$ cat src/rtl/mem_stage_pkg.sv
// Shared bus widths, EX-to-MEM field offsets and the load-width encoding
// used by the MEM stage and its load-alignment helper.
package mycpu_pkg;

    localparam int EX_TO_MEM_W = 251;
    localparam int MEM_TO_WB_W = 251;
    localparam int MEM_TO_ID_W = 40;
    localparam int MEM_TO_EX_W = 3;

    localparam int F_PC_LSB        = 219;
    localparam int F_RES_FROM_MEM  = 218;
    localparam int F_RF_WE         = 217;
    localparam int F_RF_WADDR_LSB  = 212;
    localparam int F_ALU_RES_LSB   = 180;
    localparam int F_ADDR_LSB      = 146;
    localparam int F_LD_B          = 145;
    localparam int F_LD_H          = 144;
    localparam int F_LD_U          = 143;
    localparam int F_READ_CNT      = 142;
    localparam int F_CNT_RES_LSB   = 110;
    localparam int F_CSR_RE        = 108;
    localparam int F_ERTN_FLUSH    = 60;
    localparam int F_EXCEP_EN      = 59;
    localparam int F_MEM_REQ       = 11;
    localparam int F_SRCH_CONFLICT = 5;

    typedef enum logic [1:0] {
        LD_WORD = 2'd0,
        LD_HALF = 2'd1,
        LD_BYTE = 2'd2
    } ld_width_e;

    function automatic ld_width_e ld_width(input logic ld_b, input logic ld_h);
        if (ld_b) begin
            return LD_BYTE;
        end
        if (ld_h) begin
            return LD_HALF;
        end
        return LD_WORD;
    endfunction

endpackage

$ cat src/rtl/mem_stage_if.sv
// EX/SRAM/WB-facing signal bundle of the MEM stage; the stage itself
// connects through the slave modport, its environment through master.
interface mem_stage_if;
    import mycpu_pkg::*;

    logic                   ex_to_mem_valid;
    logic                   mem_allowin;
    logic [EX_TO_MEM_W-1:0] ex_to_mem_bus;
    logic                   data_sram_data_ok;
    logic [31:0]            data_sram_rdata;
    logic                   wb_allowin;
    logic                   mem_to_wb_valid;
    logic [MEM_TO_WB_W-1:0] mem_to_wb_bus;
    logic [MEM_TO_ID_W-1:0] mem_to_id_bus;
    logic [MEM_TO_EX_W-1:0] mem_to_ex_bus;
    logic                   flush;

    modport slave (
        input  ex_to_mem_valid, ex_to_mem_bus, data_sram_data_ok,
               data_sram_rdata, wb_allowin, flush,
        output mem_allowin, mem_to_wb_valid, mem_to_wb_bus,
               mem_to_id_bus, mem_to_ex_bus
    );

    modport master (
        output ex_to_mem_valid, ex_to_mem_bus, data_sram_data_ok,
               data_sram_rdata, wb_allowin, flush,
        input  mem_allowin, mem_to_wb_valid, mem_to_wb_bus,
               mem_to_id_bus, mem_to_ex_bus
    );

endinterface

$ cat src/rtl/mem_stage_load_align.sv
// Combinational load alignment: picks the addressed byte/half of the SRAM
// word and sign- or zero-extends it; word loads pass straight through.
module load_align
    import mycpu_pkg::*;
(
    input  logic [31:0] rdata_i,
    input  logic [1:0]  addr_i,
    input  logic        ld_b_i,
    input  logic        ld_h_i,
    input  logic        ld_u_i,
    output logic [31:0] data_o
);

    logic [7:0]  byte_sel;
    logic [15:0] half_sel;

    always_comb begin
        byte_sel = rdata_i[7:0];
        case (addr_i)
            2'd1:    byte_sel = rdata_i[15:8];
            2'd2:    byte_sel = rdata_i[23:16];
            2'd3:    byte_sel = rdata_i[31:24];
            default: byte_sel = rdata_i[7:0];
        endcase
        half_sel = addr_i[1] ? rdata_i[31:16] : rdata_i[15:0];

        data_o = rdata_i;
        case (ld_width(ld_b_i, ld_h_i))
            LD_BYTE: data_o = {{24{byte_sel[7] & ~ld_u_i}}, byte_sel};
            LD_HALF: data_o = {{16{half_sel[15] & ~ld_u_i}}, half_sel};
            default: data_o = rdata_i;
        endcase
    end

endmodule

$ cat src/rtl/mem_stage.sv
// MEM stage: holds one instruction, waits for its data-SRAM response, aligns
// load data and drops responses of flushed requests. MEM_LOAD_BYPASS_EN lets ID forward load data in the data_ok cycle.
module mem_stage
    import mycpu_pkg::*;
(
    input  logic       clk,
    input  logic       resetn,
    mem_stage_if.slave mem_if
);

    logic                   mem_valid_q, mem_valid_d;
    logic [EX_TO_MEM_W-1:0] bus_q, bus_d;
    logic                   resp_got_q, resp_got_d;
    logic [31:0]            resp_data_q, resp_data_d;
    logic [1:0]             discard_cnt_q, discard_cnt_d;

    logic        mem_req;
    logic        data_ok_acc;
    logic        ready_go;
    logic        allowin;
    logic        leave;
    logic        accept;
    logic        inc_hold;
    logic        inc_enter;
    logic        dec;
    logic [2:0]  cnt_sum;
    logic [31:0] load_raw;
    logic [31:0] load_data;
    logic [31:0] final_data;
    logic        load_stall;

    assign mem_req     = bus_q[F_MEM_REQ];
    // Responses arriving while cancelled requests are outstanding belong to them.
    assign data_ok_acc = mem_if.data_sram_data_ok & (discard_cnt_q == 2'd0);
    assign ready_go    = ~mem_req | resp_got_q | data_ok_acc;
    assign allowin     = ~mem_valid_q | (ready_go & mem_if.wb_allowin);
    assign leave       = mem_valid_q & ready_go & mem_if.wb_allowin;
    assign accept      = mem_if.ex_to_mem_valid & allowin;

    always_comb begin
        mem_valid_d = mem_valid_q;
        if (mem_if.flush) begin
            mem_valid_d = 1'b0;
        end else if (allowin) begin
            mem_valid_d = mem_if.ex_to_mem_valid;
        end

        bus_d = accept ? mem_if.ex_to_mem_bus : bus_q;

        resp_got_d  = resp_got_q;
        resp_data_d = resp_data_q;
        if (mem_if.flush | leave) begin
            resp_got_d  = 1'b0;
            resp_data_d = 32'd0;
        end else if (mem_valid_q & mem_req & ~resp_got_q & data_ok_acc) begin
            resp_got_d  = 1'b1;
            resp_data_d = mem_if.data_sram_rdata;
        end
    end

    // A flushed request whose response is still in flight, either the one held
    // here or the one entering right now, must have that response swallowed.
    always_comb begin
        inc_hold  = mem_if.flush & mem_valid_q & mem_req & ~resp_got_q & ~data_ok_acc;
        inc_enter = mem_if.flush & accept & mem_if.ex_to_mem_bus[F_MEM_REQ];
        dec       = mem_if.data_sram_data_ok & (discard_cnt_q != 2'd0);
        cnt_sum   = {1'b0, discard_cnt_q} + {2'b00, inc_hold} + {2'b00, inc_enter}
                    - {2'b00, dec};
        discard_cnt_d = (cnt_sum > 3'd3) ? 2'd3 : cnt_sum[1:0];
    end

    assign load_raw = resp_got_q ? resp_data_q : mem_if.data_sram_rdata;

    load_align u_load_align (
        .rdata_i (load_raw),
        .addr_i  (bus_q[F_ADDR_LSB +: 2]),
        .ld_b_i  (bus_q[F_LD_B]),
        .ld_h_i  (bus_q[F_LD_H]),
        .ld_u_i  (bus_q[F_LD_U]),
        .data_o  (load_data)
    );

    always_comb begin
        final_data = bus_q[F_ALU_RES_LSB +: 32];
        if (bus_q[F_RES_FROM_MEM]) begin
            final_data = load_data;
        end else if (bus_q[F_READ_CNT]) begin
            final_data = bus_q[F_CNT_RES_LSB +: 32];
        end
    end

`ifdef MEM_LOAD_BYPASS_EN
    assign load_stall = mem_valid_q & bus_q[F_RES_FROM_MEM] & ~ready_go;
`else
    assign load_stall = mem_valid_q & bus_q[F_RES_FROM_MEM];
`endif

    assign mem_if.mem_allowin     = allowin;
    assign mem_if.mem_to_wb_valid = mem_valid_q & ready_go;
    assign mem_if.mem_to_wb_bus   = {bus_q[EX_TO_MEM_W-1:F_ALU_RES_LSB+32], final_data,
                                     bus_q[F_ALU_RES_LSB-1:0]};
    assign mem_if.mem_to_id_bus   = {bus_q[F_RF_WE] & mem_valid_q,
                                     bus_q[F_RF_WADDR_LSB +: 5],
                                     final_data,
                                     bus_q[F_CSR_RE] & mem_valid_q,
                                     load_stall};
    assign mem_if.mem_to_ex_bus   = {bus_q[F_EXCEP_EN] & mem_valid_q,
                                     bus_q[F_ERTN_FLUSH] & mem_valid_q,
                                     bus_q[F_SRCH_CONFLICT] & mem_valid_q};

    always_ff @(posedge clk or negedge resetn) begin
        if (!resetn) begin
            mem_valid_q   <= 1'b0;
            bus_q         <= '0;
            resp_got_q    <= 1'b0;
            resp_data_q   <= 32'd0;
            discard_cnt_q <= 2'd0;
        end else begin
            mem_valid_q   <= mem_valid_d;
            bus_q         <= bus_d;
            resp_got_q    <= resp_got_d;
            resp_data_q   <= resp_data_d;
            discard_cnt_q <= discard_cnt_d;
        end
    end

endmodule

$ cat src/flat_wrapper.sv
// flat-port wrapper written by rule: the top's interface ports become plain ports
module mem_stage_flat import mycpu_pkg::*;
  (clk, resetn, mem_if_ex_to_mem_valid, mem_if_ex_to_mem_bus, mem_if_data_sram_data_ok, mem_if_data_sram_rdata, mem_if_wb_allowin, mem_if_flush, mem_if_mem_allowin, mem_if_mem_to_wb_valid, mem_if_mem_to_wb_bus, mem_if_mem_to_id_bus, mem_if_mem_to_ex_bus);
  mem_stage_if mem_if_i ();
  input  logic clk;
  input  logic resetn;
  input wire logic [$bits(mem_if_i.ex_to_mem_valid)-1:0] mem_if_ex_to_mem_valid;
  input wire logic [$bits(mem_if_i.ex_to_mem_bus)-1:0] mem_if_ex_to_mem_bus;
  input wire logic [$bits(mem_if_i.data_sram_data_ok)-1:0] mem_if_data_sram_data_ok;
  input wire logic [$bits(mem_if_i.data_sram_rdata)-1:0] mem_if_data_sram_rdata;
  input wire logic [$bits(mem_if_i.wb_allowin)-1:0] mem_if_wb_allowin;
  input wire logic [$bits(mem_if_i.flush)-1:0] mem_if_flush;
  output wire logic [$bits(mem_if_i.mem_allowin)-1:0] mem_if_mem_allowin;
  output wire logic [$bits(mem_if_i.mem_to_wb_valid)-1:0] mem_if_mem_to_wb_valid;
  output wire logic [$bits(mem_if_i.mem_to_wb_bus)-1:0] mem_if_mem_to_wb_bus;
  output wire logic [$bits(mem_if_i.mem_to_id_bus)-1:0] mem_if_mem_to_id_bus;
  output wire logic [$bits(mem_if_i.mem_to_ex_bus)-1:0] mem_if_mem_to_ex_bus;
  assign mem_if_i.ex_to_mem_valid = mem_if_ex_to_mem_valid;
  assign mem_if_i.ex_to_mem_bus = mem_if_ex_to_mem_bus;
  assign mem_if_i.data_sram_data_ok = mem_if_data_sram_data_ok;
  assign mem_if_i.data_sram_rdata = mem_if_data_sram_rdata;
  assign mem_if_i.wb_allowin = mem_if_wb_allowin;
  assign mem_if_i.flush = mem_if_flush;
  assign mem_if_mem_allowin = mem_if_i.mem_allowin;
  assign mem_if_mem_to_wb_valid = mem_if_i.mem_to_wb_valid;
  assign mem_if_mem_to_wb_bus = mem_if_i.mem_to_wb_bus;
  assign mem_if_mem_to_id_bus = mem_if_i.mem_to_id_bus;
  assign mem_if_mem_to_ex_bus = mem_if_i.mem_to_ex_bus;
  mem_stage u_core (.clk(clk), .resetn(resetn), .mem_if(mem_if_i));
endmodule
$ cat config.mk
export PLATFORM = sky130hd
export DESIGN_NAME = mem_stage_flat
export DESIGN_NICKNAME = d
export VERILOG_FILES = /design/src/rtl/mem_stage_pkg.sv /design/src/rtl/mem_stage_if.sv /design/src/rtl/mem_stage_load_align.sv /design/src/rtl/mem_stage.sv /design/src/flat_wrapper.sv
export SDC_FILE = /design/constraint.sdc
export NUM_CORES = 1
export LEC_CHECK = 0
export CORE_AREA = 5 5 224 226
export CTS_CLUSTER_DIAMETER = 150
export DETAILED_ROUTE_END_ITERATION = 16
export DIE_AREA = 0 0 229 231
export HOLD_SLACK_MARGIN = 0.1
export SLEW_MARGIN = 10
export SYNTH_ARGS = -nofsm -noshare
export SYNTH_HDL_FRONTEND = slang
export SYNTH_SLANG_ARGS = --single-unit
$ cat constraint.sdc
create_clock -name clk -period 3.6 [get_ports clk]
set_input_delay 0.9 -clock clk [delete_from_list [all_inputs] [get_ports clk]]
set_output_delay 0.9 -clock clk [all_outputs]
set_load 0.005 [all_outputs]
==> results of run 1 <==
[worst max-delay path: cells and delay by family]
kind / cells / cell delay [ps]
AOI/OAI and AO/OA: 3 / 500
buffers and inverters: 5 / 690
muxes: 1 / 530
[flip-flops by register name, indices dropped and copies added (netlist names)]
| name | flops |
|---|---|
| u_core.resp_got_q | 1 |
| u_core.bus_q | 251 |
| u_core.mem_valid_q | 1 |
| u_core.discard_cnt_q | 2 |
| u_core.resp_data_q | 32 |
[timing repair]
item / in CTS / in global routing
endpoints found under the setup margin: 64 / 42
pin swaps: 13 / 9
buffers inserted: 6 / 1
gates resized for setup: 216 / 33
cloned: 1 / 0
[report_power, final]
part / total [W] / internal (W) / switching, W
Clock: 0.00373 / 0.00233 / 0.00141
Combinational: 0.00331 / 0.00195 / 0.00136
Sequential: 0.00400 / 0.00369 / 0.000309
[routing by layer]
layer  GRT usage, %  vias up  part of all wire (%)
met4          5.131        6                   2.6
li1               -     4527                     -
met5              0        -                 0.075
met1          22.07     5123                    40
met3          7.133       74                   8.6
met2          30.27      407                    49
[how the worst max path moves through the flow]
stage | start | cells past startpoint | end
after floorplan | mem_if_data_sram_rdata[31] | 6 | mem_if_mem_to_wb_bus[201]
after global placement | mem_if_data_sram_rdata[7] | 7 | mem_if_mem_to_id_bus[27]
after detailed placement | mem_if_data_sram_rdata[7] | 7 | mem_if_mem_to_id_bus[27]
after CTS | mem_if_data_sram_rdata[31] | 9 | mem_if_mem_to_id_bus[11]
after global routing | u_core.resp_got_q | 6 | mem_if_mem_to_id_bus[7]
final | mem_if_data_sram_rdata[31] | 9 | mem_if_mem_to_id_bus[30]
[area by class of cell]
type	count	share of cell area, %
clock inverters	11	0.7762
repair buffers	664	30.69
inverters	6	0.1075
well taps	622	3.714
diodes	3	0.03583
clock buffers	55	5.075
flip-flops and latches	287	34.31
multi-input cells	522	25.29
[through the flow]
stage	utilization (%)	power [W]	worst slack, ps	std cells
5_1_grt	43.52	0.01162	-13.49	2168
2_1_floorplan	-	0.005760	457.5	1134
4_1_cts	43.39	0.01123	1.046	2166
6_report	43.53	0.01105	62.11	2170
3_5_place_dp	40.71	0.007398	-521.7	2094
3_3_place_gp	40.71	0.007368	-532.9	2094
[cell usage in the layout (no fill, tap or decap), drive strengths merged, types with 2 or more instances in the layout]
master,netlist,routed
clkdlybuf4s50,0,509
mux2,302,302
dfrtp,287,287
buf,297,120
clkbuf,22,60
a22o,32,32
mux2i,30,30
o22ai,22,22
dlygate4sd2,0,21
o21ai,17,17
a21oi,16,16
o221ai,11,11
nand2,10,10
nor2b,9,9
nor2,8,8
inv,6,8
dlymetal6s2s,0,7
a211oi,7,7
nand3,6,6
and2,6,6
nand2b,5,5
nand4,5,5
clkinv,0,5
a31oi,5,5
mux4,4,4
a21o,4,4
bufinv,0,4
diode,0,3
o21a,3,3
and3,2,2
fa,2,2
clkdlybuf4s15,0,2
a21boi,2,2
a31o,2,2
[cell families (layout without fill, tap and decap cells)]
logic type / after synthesis / in the layout
buffers and inverters: 325 / 736
xor gates and xnor gates: 1 / 1
AOI/OAI and AO/OA: 127 / 127
muxes: 336 / 336
other: 0 / 3
and+or+nand+nor: 55 / 55
DFF: 287 / 287
adders and majority gates: 3 / 3
==> out/summary.json, run 1 <==
{
  "grt_antenna_before_repair": 6,
  "post_drt_wl_per_cell_um": 22.82,
  "timing.slew.headroom_pct": 55.70,
  "floorplan.die.width_um": 229,
  "synth.lib_cells_used.distinct": 47,
  "seq_area_um2": 7191,
  "ant_nets": 0,
  "synth.most_common_cell": "sky130_fd_sc_hd__dfrtp_1",
  "synthesis.instances": 1134,
  "critPathLaunchType": "primary input",
  "worst-r2r-setup-slack_ps": 870,
  "finalHoldWorstSlack_ps": 348.9,
  "grt.total_usage_pct": 18.20,
  "setup-tns-final_ps": 0,
  "wirelength_mm": 49.53,
  "cts_max_level": 2,
  "place_area_um2": 19600,
  "port-buffer-count": 584,
  "finalMaxSlewViolations": 0,
  "power.density_cell_area_nw_per_um2": 527.2,
  "grt_max_degree": 90,
  "clock.fmax_mhz": 282.7,
  "grt_setup_unrepaired": "true",
  "synth_commonest_cells": "sky130_fd_sc_hd__dfrtp_1 (287), sky130_fd_sc_hd__buf_4 (260), sky130_fd_sc_hd__mux2_1 (181)",
  "yosysWarnings": 0,
  "floorplan.io_pins": 585,
  "detailedRoute.firstIterationViolations": 504,
  "ys_async_sr_fraction_pct": 100.0,
  "vias_in_the_first_global_route": 11049,
  "run_status": "finished clean",
  "cts_buffers": 36,
  "initial_core_util_pct": 30.40,
  "finalSetupViolCount": 0,
  "slowest_stage": "sky130_fd_sc_hd__mux4_2",
  "r2r-start": "u_core.resp_got_q",
  "ctsRootBufferMaster": "sky130_fd_sc_hd__clkbuf_16",
  "crit_path_cell_trace": "clkdlybuf4s15_1, mux4_2, o21a_1, a21oi_4, buf_12, buf_12, buf_8, o22ai_4, buf_2",
  "synthesis.area_per_instance_um2": 12.91,
  "multi_input_comb_area_um2": 5299,
  "largest_clock_skew_in_the_final_design_ps": 13.03,
  "ctsLongestPathBuffers": 3,
  "timing.critical_path.slowest_cell_delay_ps": 530,
  "report.final.hold_viol_count": 0,
  "ratio_of_cells_with_drive_above_1_in_the_final_layout_pct": 22.39,
  "max_slew.worst_pin.slew_ps": 646.1,
  "syn2layout_area_growth_pct": 43.18,
  "cts_stage_hold_buffer_count": 0,
  "layout.cell_area.non_filler_um2": 20960,
  "timing.setup.critical_path_class": "primary input to primary output",
  "die-height_um": 231,
  "synth-edff-count": 0,
  "worst_ir_drop_vdd_mv": 0.3843,
  "grt_pass1_wl_mm": 73.40,
  "iteration_count_of_the_initial_detailed_routing_pass": 5,
  "worst-endpoint-arrival_ps": 2640,
  "yosys.area_share.simple_pct": 2.086,
  "avgViaCountPerCell": 4.671,
  "yosysSeqAreaShare_pct": 49.07,
  "synth_compound_area_share_pct": 6.309,
  "fin_crit_ps": 3538,
  "worst_setup_path_end_kind": "primary output",
  "max_cap_violations": 0,
  "mappedNetlistArea_um2": 14640,
  "die_area_um2": 52900,
  "crit_fanout": 4,
  "synthDominantAreaCellType": "sky130_fd_sc_hd__dfrtp_1",
  "detailedPlacementHpwl_mm": 37.91,
  "drc_errors": 0,
  "synth_top_area_share_pct": 49.07,
  "gr-total-overflow": 0,
  "min_period_over_period_pct": 98.27,
  "path_clk_slew_ps": 50,
  "cts_tree": "yes",
  "synthXorXnorAreaFrac_pct": 0.05984,
  "nFillCells": 4478,
  "yosys_register_bits": 287,
  "synth_nets": 1426,
  "dominant_combinational_cell_family_by_area_after_synthesis": "multiplexers",
  "synth_top_flop_cell": "sky130_fd_sc_hd__dfrtp_1",
  "design.final.nets": 1809,
  "min-delay-path-class": "primary input to async pin",
  "muxShareOfSynthArea_pct": 25.90,
  "power_leakage_nw": 8.731,
  "core_um2": 48140,
  "synth_fa_ha_area_share_pct": 0.3591,
  "synth_top_area_cells": "sky130_fd_sc_hd__dfrtp_1 (49%), sky130_fd_sc_hd__mux2_1 (14%), sky130_fd_sc_hd__buf_4 (13%)",
  "r2r-end": "u_core.discard_cnt_q[0]",
  "worst_r2r_path_depth": 9,
  "timing.critical_path.required_ps": 2700,
  "placementRows": 81,
  "clk-insertion-delay-late_ps": 540,
  "worst_path_most_repeated_cell": "sky130_fd_sc_hd__buf_12",
  "dr_total_vias": 10137,
  "gpl.final_weighted_congestion": 0.8593,
  "cts.sinks": 287
}
No activity file was read; power rests on OpenSTA's default activity.
==> run 2: changes to the inputs <==
--- a/config.mk
+++ b/config.mk
@@ -10,6 +10,7 @@
 export DETAILED_ROUTE_END_ITERATION = 16
 export DIE_AREA = 0 0 229 231
 export HOLD_SLACK_MARGIN = 0.1
+export RECOVER_POWER = 50
 export SLEW_MARGIN = 10
 export SYNTH_ARGS = -nofsm -noshare
 export SYNTH_HDL_FRONTEND = slang
==> out/summary.json, run 2 (same netlist as run 1, synthesis figures left out) <==
{
  "run_status": {"value": "complete, but fails checks", "change": "was finished clean"},
  "failing_checks": "max-capacitance violations, max-slew violations",
  "cts_stage_hold_buffer_count": {"value": 0, "change": "unchanged"},
  "clk-insertion-delay-late": {"value": 540, "unit": "ps", "change": "about the same"},
  "grt_antenna_before_repair": {"value": 6, "change": "unchanged"},
  "worst_ir_drop_vdd": {"value": 0.3817, "unit": "mV", "change": "was 0.3843 mV"},
  "die_area": {"value": 52900, "unit": "um^2", "change": "unchanged"},
  "layout_top_registers": {"value": "u_core.bus_q (251), u_core.resp_data_q (32), u_core.discard_cnt_q (2)", "change": "unchanged"},
  "grt_max_degree": {"value": 90, "change": "unchanged"},
  "timing.slew.headroom": {"value": -25.85, "unit": "%", "change": "was 55.70%"},
  "timing.setup.critical_path_class": {"value": "flop to primary output", "change": "was primary input to primary output"},
  "avgViaCountPerCell": {"value": 4.673, "change": "was 4.671"},
  "dr_total_vias": {"value": 10141, "change": "was 10137"},
  "power_leakage": {"value": 8.711, "unit": "nW", "change": "was 8.731 nW"},
  "total_power": {"value": 0.01096, "unit": "W", "change": "was 0.01105 W"},
  "cts_tree": {"value": "yes", "change": "unchanged"},
  "power.density_cell_area": {"value": 525.3, "unit": "nW/um^2", "change": "was 527.2 nW/um^2"},
  "cts.sinks": {"value": 287, "change": "unchanged"},
  "clock.fmax": {"value": 283.2, "unit": "MHz", "change": "was 282.7 MHz"},
  "placementRows": {"value": 81, "change": "unchanged"},
  "syn2layout_area_growth": {"value": 42.54, "unit": "%", "change": "was 43.18%"},
  "largest_reg_flops": {"value": 251, "change": "unchanged"},
  "worst-endpoint-arrival": {"value": 2630, "unit": "ps", "change": "was 2640 ps"},
  "report.final.hold_viol_count": {"value": 0, "change": "unchanged"},
  "floorplan.io_pins": {"value": 585, "change": "unchanged"},
  "post_drt_wl_per_cell": {"value": 22.80, "unit": "um", "change": "was 22.82 um"},
  "ctsLongestPathBuffers": {"value": 3, "change": "unchanged"},
  "ant_nets": {"value": 0, "change": "unchanged"},
  "setup_ws": {"value": 68.66, "unit": "ps", "change": "was 62.11 ps"},
  "drc_errors": {"value": 0, "change": "unchanged"},
  "iteration_count_of_the_initial_detailed_routing_pass": {"value": 4, "change": "was 5"},
  "grt_setup_unrepaired": {"value": "true", "change": "unchanged"},
  "design.final.nets": {"value": 1809, "change": "unchanged"},
  "min_period_over_period": {"value": 98.09, "unit": "%", "change": "was 98.27%"},
  "grt.total_usage": {"value": 18.20, "unit": "%", "change": "unchanged"},
  "floorplan.die.width": {"value": 229, "unit": "um", "change": "unchanged"},
  "core": {"value": 48140, "unit": "um^2", "change": "unchanged"},
  "nFillCells": {"value": 4494, "change": "was 4478"},
  "critPathLaunchType": {"value": "flop", "change": "was primary input"},
  "vias_in_the_first_global_route": {"value": 11049, "change": "unchanged"},
  "finalMaxSlewViolations": {"value": 101, "change": "was 0"},
  "worst_setup_path_end_kind": {"value": "primary output", "change": "unchanged"},
  "max_slew.worst_pin.slew": {"value": 1888, "unit": "ps", "change": "was 646.1 ps"},
  "largest_clock_skew_in_the_final_design": {"value": 12.17, "unit": "ps", "change": "was 13.03 ps"},
  "gr-total-overflow": {"value": 0, "change": "unchanged"},
  "setup-tns-final": {"value": 0, "unit": "ps", "change": "unchanged"},
  "cts_max_level": {"value": 2, "change": "unchanged"},
  "cts_buffers": {"value": 36, "change": "unchanged"},
  "dp_worst_setup_slack": {"value": -521.7, "unit": "ps", "change": "unchanged"},
  "die-height": {"value": 231, "unit": "um", "change": "unchanged"},
  "fin_crit": {"value": 3531, "unit": "ps", "change": "was 3538 ps"},
  "detailedRoute.firstIterationViolations": {"value": 461, "change": "was 504"},
  "mostFrequentLayoutCell": {"value": "sky130_fd_sc_hd__clkdlybuf4s50_1", "change": "unchanged"},
  "detailedPlacementHpwl": {"value": 37.91, "unit": "mm", "change": "unchanged"},
  "ctsRootBufferMaster": {"value": "sky130_fd_sc_hd__clkbuf_16", "change": "unchanged"},
  "finalSetupViolCount": {"value": 0, "change": "unchanged"},
  "wirelength": {"value": 49.48, "unit": "mm", "change": "was 49.53 mm"},
  "max_cap_violations": {"value": 2, "change": "was 0"},
  "timing.critical_path.required": {"value": 2700, "unit": "ps", "change": "about the same"},
  "ratio_of_cells_with_drive_above_1_in_the_final_layout": {"value": 21.88, "unit": "%", "change": "was 22.39%"},
  "path_clk_slew": {"value": 60, "unit": "ps", "change": "was 50 ps"},
  "gpl.final_weighted_congestion": {"value": 0.8593, "change": "unchanged"},
  "registers.top_by_ff_count": {"value": "u_core.bus_q", "change": "unchanged"},
  "grt_pass1_wl": {"value": 73.40, "unit": "mm", "change": "unchanged"},
  "min-delay-path-class": {"value": "flop to flop", "change": "was primary input to async pin"},
  "port-buffer-count": {"value": 584, "change": "unchanged"},
  "crit_fanout": {"value": 8, "change": "was 4"},
  "initial_core_util": {"value": 30.40, "unit": "%", "change": "unchanged"},
  "layout_common_cells": {"value": "sky130_fd_sc_hd__clkdlybuf4s50_1 (408), sky130_fd_sc_hd__dfrtp_1 (282), sky130_fd_sc_hd__mux2_1 (181)", "change": "was sky130_fd_sc_hd__clkdlybuf4s50_1 (509), sky130_fd_sc_hd__dfrtp_1 (282), sky130_fd_sc_hd__mux2_1 (181)"}
}
## run 2: cell count changes in the layout (fill, tap and decap cells not counted), sizes merged
cell	change
clkdlybuf4s50	-101
dlygate4sd3	+101
buf	-10
clkbuf	+10
## run 2: area by class of cell
type | count | area (um^2) | share of cell area (%)
Antenna cell | 3 | 7.507 | 0.03599
Clock buffer | 55 | 1064 | 5.098
Clock inverter | 11 | 162.7 | 0.7797
Inverter | 6 | 22.52 | 0.1080
Multi-Input combinational cell | 522 | 5283 | 25.32
Sequential cell | 287 | 7191 | 34.47
Tap cell | 622 | 778.2 | 3.731
Timing Repair Buffer | 664 | 6354 | 30.46
## run 2: worst max-delay path, stage by stage, from the launching register on
cell and delay (ps):
sky130_fd_sc_hd__dfrtp_2 450, sky130_fd_sc_hd__buf_4 210, sky130_fd_sc_hd__mux2_2 360, sky130_fd_sc_hd__mux2i_1 140
sky130_fd_sc_hd__buf_4 150, sky130_fd_sc_hd__o221ai_1 130, sky130_fd_sc_hd__a21o_1 220, sky130_fd_sc_hd__clkdlybuf4s50_1 450
## run 2: power by group
part / total (W) / switching, W / internal (W)
Sequential: 0.00399 / 0.000301 / 0.00369
Clock: 0.00374 / 0.00141 / 0.00233
Combinational: 0.00323 / 0.00136 / 0.00187
Total: 0.0110 / 0.00306 / 0.00789
## run 2: worst paths after layout
path                              startpoint  depth (start not counted)                   endpoint  slack, ps
min in group asynchronous             resetn                          1          u_core.bus_q[102]        910
max                        u_core.bus_q[147]                          7  mem_if_mem_to_wb_bus[182]         70
max in group asynchronous             resetn                          2          u_core.bus_q[239]        690
min                        u_core.bus_q[151]                          1          u_core.bus_q[151]        480
max reg2reg                u_core.resp_got_q                          6     u_core.resp_data_q[22]        760
min reg2reg                u_core.bus_q[151]                          1          u_core.bus_q[151]        480
## run 2: what timing repair did
action / in CTS / in global routing
endpoints found under the setup margin: 64 / 42
cloned: 1 / 0
buffers inserted: 6 / 1
pin swaps: 13 / 9
gates resized for setup: 216 / 33
## run 2: routing by layer
metal  vias to the layer above  track usage (%)  wire (um)
li1                       4541                -          -
met1                      5121            22.07      19550
met2                       403            30.27      24360
met3                        70            7.133       4306
met4                         6            5.131       1228
met5                         -                0         37
## run 2: per-stage QoR
stage	utilization, %	std cells	instance area, um^2	hold WS, ps
finish	43.33	2170	20860	477.0
global route	43.32	2168	20860	485.3
CTS	43.39	2166	20890	355.4
detailed placement	40.71	2094	19600	468.1
global placement	40.71	2094	19600	461.0
floorplan	-	1134	14640	449.5
==> run 3: changes to the inputs <==
--- a/config.mk
+++ b/config.mk
@@ -7,11 +7,12 @@
 export LEC_CHECK = 0
 export CORE_AREA = 5 5 224 226
 export CTS_CLUSTER_DIAMETER = 150
+export CTS_CLUSTER_SIZE = 28
 export DETAILED_ROUTE_END_ITERATION = 16
 export DIE_AREA = 0 0 229 231
 export HOLD_SLACK_MARGIN = 0.1
 export RECOVER_POWER = 50
-export SLEW_MARGIN = 10
+export SKIP_CTS_REPAIR_TIMING = 1
 export SYNTH_ARGS = -nofsm -noshare
 export SYNTH_HDL_FRONTEND = slang
 export SYNTH_SLANG_ARGS = --single-unit
==> out/summary.json, run 3 (same netlist as run 1, synthesis figures left out) <==
{
  "floorplan.io_pins": {"value": 585, "change": "unchanged"},
  "setup-tns-final": {"value": -265.1, "unit": "ps", "change": "was 0 ps"},
  "port-buffer-count": {"value": 584, "change": "unchanged"},
  "worst_ir_drop_vdd": {"value": 0.3212, "unit": "mV", "change": "was 0.3817 mV"},
  "finalMaxSlewViolations": {"value": 102, "change": "was 101"},
  "grt_antenna_before_repair": {"value": 6, "change": "unchanged"},
  "crit_path_cell_trace": {"value": "mux4_2, o21a_1, a21oi_4, buf_12, buf_12, buf_8, o22ai_4, buf_2", "change": "was buf_4, mux2_2, mux2i_1, buf_4, o221ai_1, a21o_1, clkdlybuf4s50_1"},
  "run_status": {"value": "complete, but fails checks", "change": "unchanged"},
  "vias_in_the_first_global_route": {"value": 10693, "change": "was 11049"},
  "worst_setup_path_end_kind": {"value": "primary output", "change": "unchanged"},
  "largest_reg_flops": {"value": 251, "change": "unchanged"},
  "detailedPlacementHpwl": {"value": 37.91, "unit": "mm", "change": "unchanged"},
  "iteration_count_of_the_initial_detailed_routing_pass": {"value": 5, "change": "was 4"},
  "detailedRoute.firstIterationViolations": {"value": 470, "change": "was 461"},
  "layout_common_cells": {"value": "sky130_fd_sc_hd__clkdlybuf4s50_1 (512), sky130_fd_sc_hd__dfrtp_1 (282), sky130_fd_sc_hd__mux2_1 (181)", "change": "was sky130_fd_sc_hd__clkdlybuf4s50_1 (408), sky130_fd_sc_hd__dfrtp_1 (282), sky130_fd_sc_hd__mux2_1 (181)"},
  "ctsRootBufferMaster": {"value": "sky130_fd_sc_hd__clkbuf_16", "change": "unchanged"},
  "die_area": {"value": 52900, "unit": "um^2", "change": "unchanged"},
  "setup_ws": {"value": -46.52, "unit": "ps", "change": "was 68.66 ps"},
  "seq_area": {"value": 7191, "unit": "um^2", "change": "unchanged"},
  "grt_most_used_layer": {"value": "met2", "change": "unchanged"},
  "min-delay-path-class": {"value": "flop to flop", "change": "unchanged"},
  "worst-endpoint-arrival": {"value": 2750, "unit": "ps", "change": "was 2630 ps"},
  "post_drt_wl_per_cell": {"value": 23.05, "unit": "um", "change": "was 22.80 um"},
  "cts_max_level": {"value": 1, "change": "was 2"},
  "core": {"value": 48140, "unit": "um^2", "change": "unchanged"},
  "max_cap_violations": {"value": 2, "change": "unchanged"},
  "die-height": {"value": 231, "unit": "um", "change": "unchanged"},
  "grt_pass1_wl": {"value": 71.73, "unit": "mm", "change": "was 73.40 mm"},
  "met3_usage": {"value": 5.830, "unit": "%", "change": "was 7.133%"},
  "gr-total-overflow": {"value": 0, "change": "unchanged"},
  "failing_checks": {"value": "max-capacitance violations, max-slew violations, negative setup slack", "change": "was max-capacitance violations, max-slew violations"},
  "slowest_stage": {"value": "sky130_fd_sc_hd__mux4_2", "change": "was sky130_fd_sc_hd__dfrtp_2"},
  "nFillCells": {"value": 4534, "change": "was 4494"},
  "critPathLaunchType": {"value": "flop", "change": "unchanged"},
  "dr_total_vias": {"value": 9927, "change": "was 10141"},
  "fin_crit": {"value": 3647, "unit": "ps", "change": "was 3531 ps"},
  "timing.slew.headroom": {"value": -23.37, "unit": "%", "change": "was -25.85%"},
  "ctsLongestPathBuffers": {"value": 3, "change": "unchanged"},
  "initial_core_util": {"value": 30.40, "unit": "%", "change": "unchanged"},
  "clk-insertion-delay-late": {"value": 530, "unit": "ps", "change": "was 540 ps"},
  "registers.top_by_ff_count": {"value": "u_core.bus_q", "change": "unchanged"},
  "cts.sinks": {"value": 287, "change": "unchanged"},
  "dp_worst_setup_slack": {"value": -521.7, "unit": "ps", "change": "unchanged"},
  "clock.fmax": {"value": 274.2, "unit": "MHz", "change": "was 283.2 MHz"},
  "grt_setup_unrepaired": {"value": "true", "change": "unchanged"},
  "max_slew.worst_pin.slew": {"value": 1851, "unit": "ps", "change": "was 1888 ps"},
  "grt.total_usage": {"value": 17.66, "unit": "%", "change": "was 18.20%"},
  "min_period_over_period": {"value": 101.3, "unit": "%", "change": "was 98.09%"},
  "report.final.hold_viol_count": {"value": 0, "change": "unchanged"},
  "cts_tree": {"value": "yes", "change": "unchanged"},
  "finalSetupViolCount": {"value": 8, "change": "was 0"},
  "syn2layout_area_growth": {"value": 39.04, "unit": "%", "change": "was 42.54%"},
  "design.final.nets": {"value": 1795, "change": "was 1809"},
  "timing.critical_path.slowest_cell_delay": {"value": 600, "unit": "ps", "change": "was 450 ps"},
  "wirelength": {"value": 49.09, "unit": "mm", "change": "was 49.48 mm"},
  "placementRows": {"value": 81, "change": "unchanged"},
  "path_clk_slew": {"value": 120, "unit": "ps", "change": "was 60 ps"},
  "largest_clock_skew_in_the_final_design": {"value": 41.05, "unit": "ps", "change": "was 12.17 ps"},
  "multi_input_comb_area": {"value": 5391, "unit": "um^2", "change": "was 5283 um^2"},
  "mostFrequentLayoutCell": {"value": "sky130_fd_sc_hd__clkdlybuf4s50_1", "change": "unchanged"},
  "gr-usage-met1": {"value": 22.25, "unit": "%", "change": "was 22.07%"},
  "timing.setup.critical_path_class": {"value": "flop to primary output", "change": "unchanged"},
  "ant_nets": {"value": 0, "change": "unchanged"},
  "timing.critical_path.required": {"value": 2700, "unit": "ps", "change": "about the same"},
  "gpl.final_weighted_congestion": {"value": 0.8593, "change": "unchanged"},
  "grt_max_degree": {"value": 90, "change": "unchanged"},
  "total_power": {"value": 0.009319, "unit": "W", "change": "was 0.01096 W"},
  "ratio_of_cells_with_drive_above_1_in_the_final_layout": {"value": 20.73, "unit": "%", "change": "was 21.88%"},
  "finalHoldWorstSlack": {"value": 493.1, "unit": "ps", "change": "was 477.0 ps"},
  "drc_errors": {"value": 0, "change": "unchanged"},
  "worst_path_most_repeated_cell": {"value": "sky130_fd_sc_hd__buf_12", "change": "was sky130_fd_sc_hd__buf_4"},
  "grt_use_met2": {"value": 29.84, "unit": "%", "change": "was 30.27%"},
  "avgViaCountPerCell": {"value": 4.661, "change": "was 4.673"},
  "layout_top_registers": {"value": "u_core.bus_q (251), u_core.resp_data_q (32), u_core.discard_cnt_q (2)", "change": "unchanged"},
  "floorplan.die.width": {"value": 229, "unit": "um", "change": "unchanged"},
  "cts_buffers": {"value": 14, "change": "was 36"},
  "crit_fanout": {"value": 8, "change": "unchanged"},
  "power.density_cell_area": {"value": 458.0, "unit": "nW/um^2", "change": "was 525.3 nW/um^2"},
  "power_leakage": {"value": 8.502, "unit": "nW", "change": "was 8.711 nW"}
}
## run 3: cell types whose count changed in the layout (fill, tap and decap cells not counted), sizes merged
cell | previous run | this run
inv | 8 | 6
clkdlybuf4s50 | 408 | 512
dlymetal6s2s | 7 | 26
dlygate4sd2 | 21 | 0
clkbuf | 70 | 52
dlygate4sd3 | 101 | 0
buf | 110 | 99
bufinv | 4 | 0
clkinv | 5 | 1
clkdlybuf4s15 | 2 | 0
## run 3: area by class of cell
cell class	count	share of cell area, %
timing repair buffer	672	32.16
inverter	6	0.1107
multi-input combinational	522	26.50
sequential	287	35.34
clock inverter	1	0.1476
clock buffer	17	1.882
antenna	3	0.03689
tap	622	3.825
## run 3: final timing paths
path | depth (start not counted) | end | slack (ps) | startpoint
max | 8 | mem_if_mem_to_id_bus[30] | -50 | u_core.resp_got_q
max reg2reg | 6 | u_core.resp_data_q[30] | 470 | u_core.resp_got_q
min in group asynchronous | 1 | u_core.bus_q[102] | 870 | resetn
max in group asynchronous | 2 | u_core.bus_q[147] | 640 | resetn
min reg2reg | 1 | u_core.bus_q[187] | 490 | u_core.bus_q[187]
min | 1 | u_core.bus_q[187] | 490 | u_core.bus_q[187]
## run 3: power breakdown
group	switching [W]	leakage, nW	internal [W]
registers	0.000308	3.42	0.00368
logic	0.00140	4.88	0.00203
clock network	0.00112	0.199	0.000780
## run 3: critical path, delay by kind of cell, from the launching register on
family,cells,cell delay [ps]
muxes,1,600
DFF,1,520
buffers and inverters,4,540
AOI/OAI and AO/OA,3,550
## run 3: metrics by stage
stage	utilization [%]	cell area [um^2]	cells
global placement	40.71	19600	2094
detailed placement	40.71	19600	2094
finish	42.27	20350	2130
floorplan	-	14640	1134
global route	42.26	20340	2128
CTS	41.56	20010	2112
## run 3: per-layer routing
metal | up-vias | wire, um
met5 | - | 34
met4 | 6 | 807
met3 | 44 | 3868
met2 | 348 | 24460
met1 | 5066 | 19920
li1 | 4463 | -
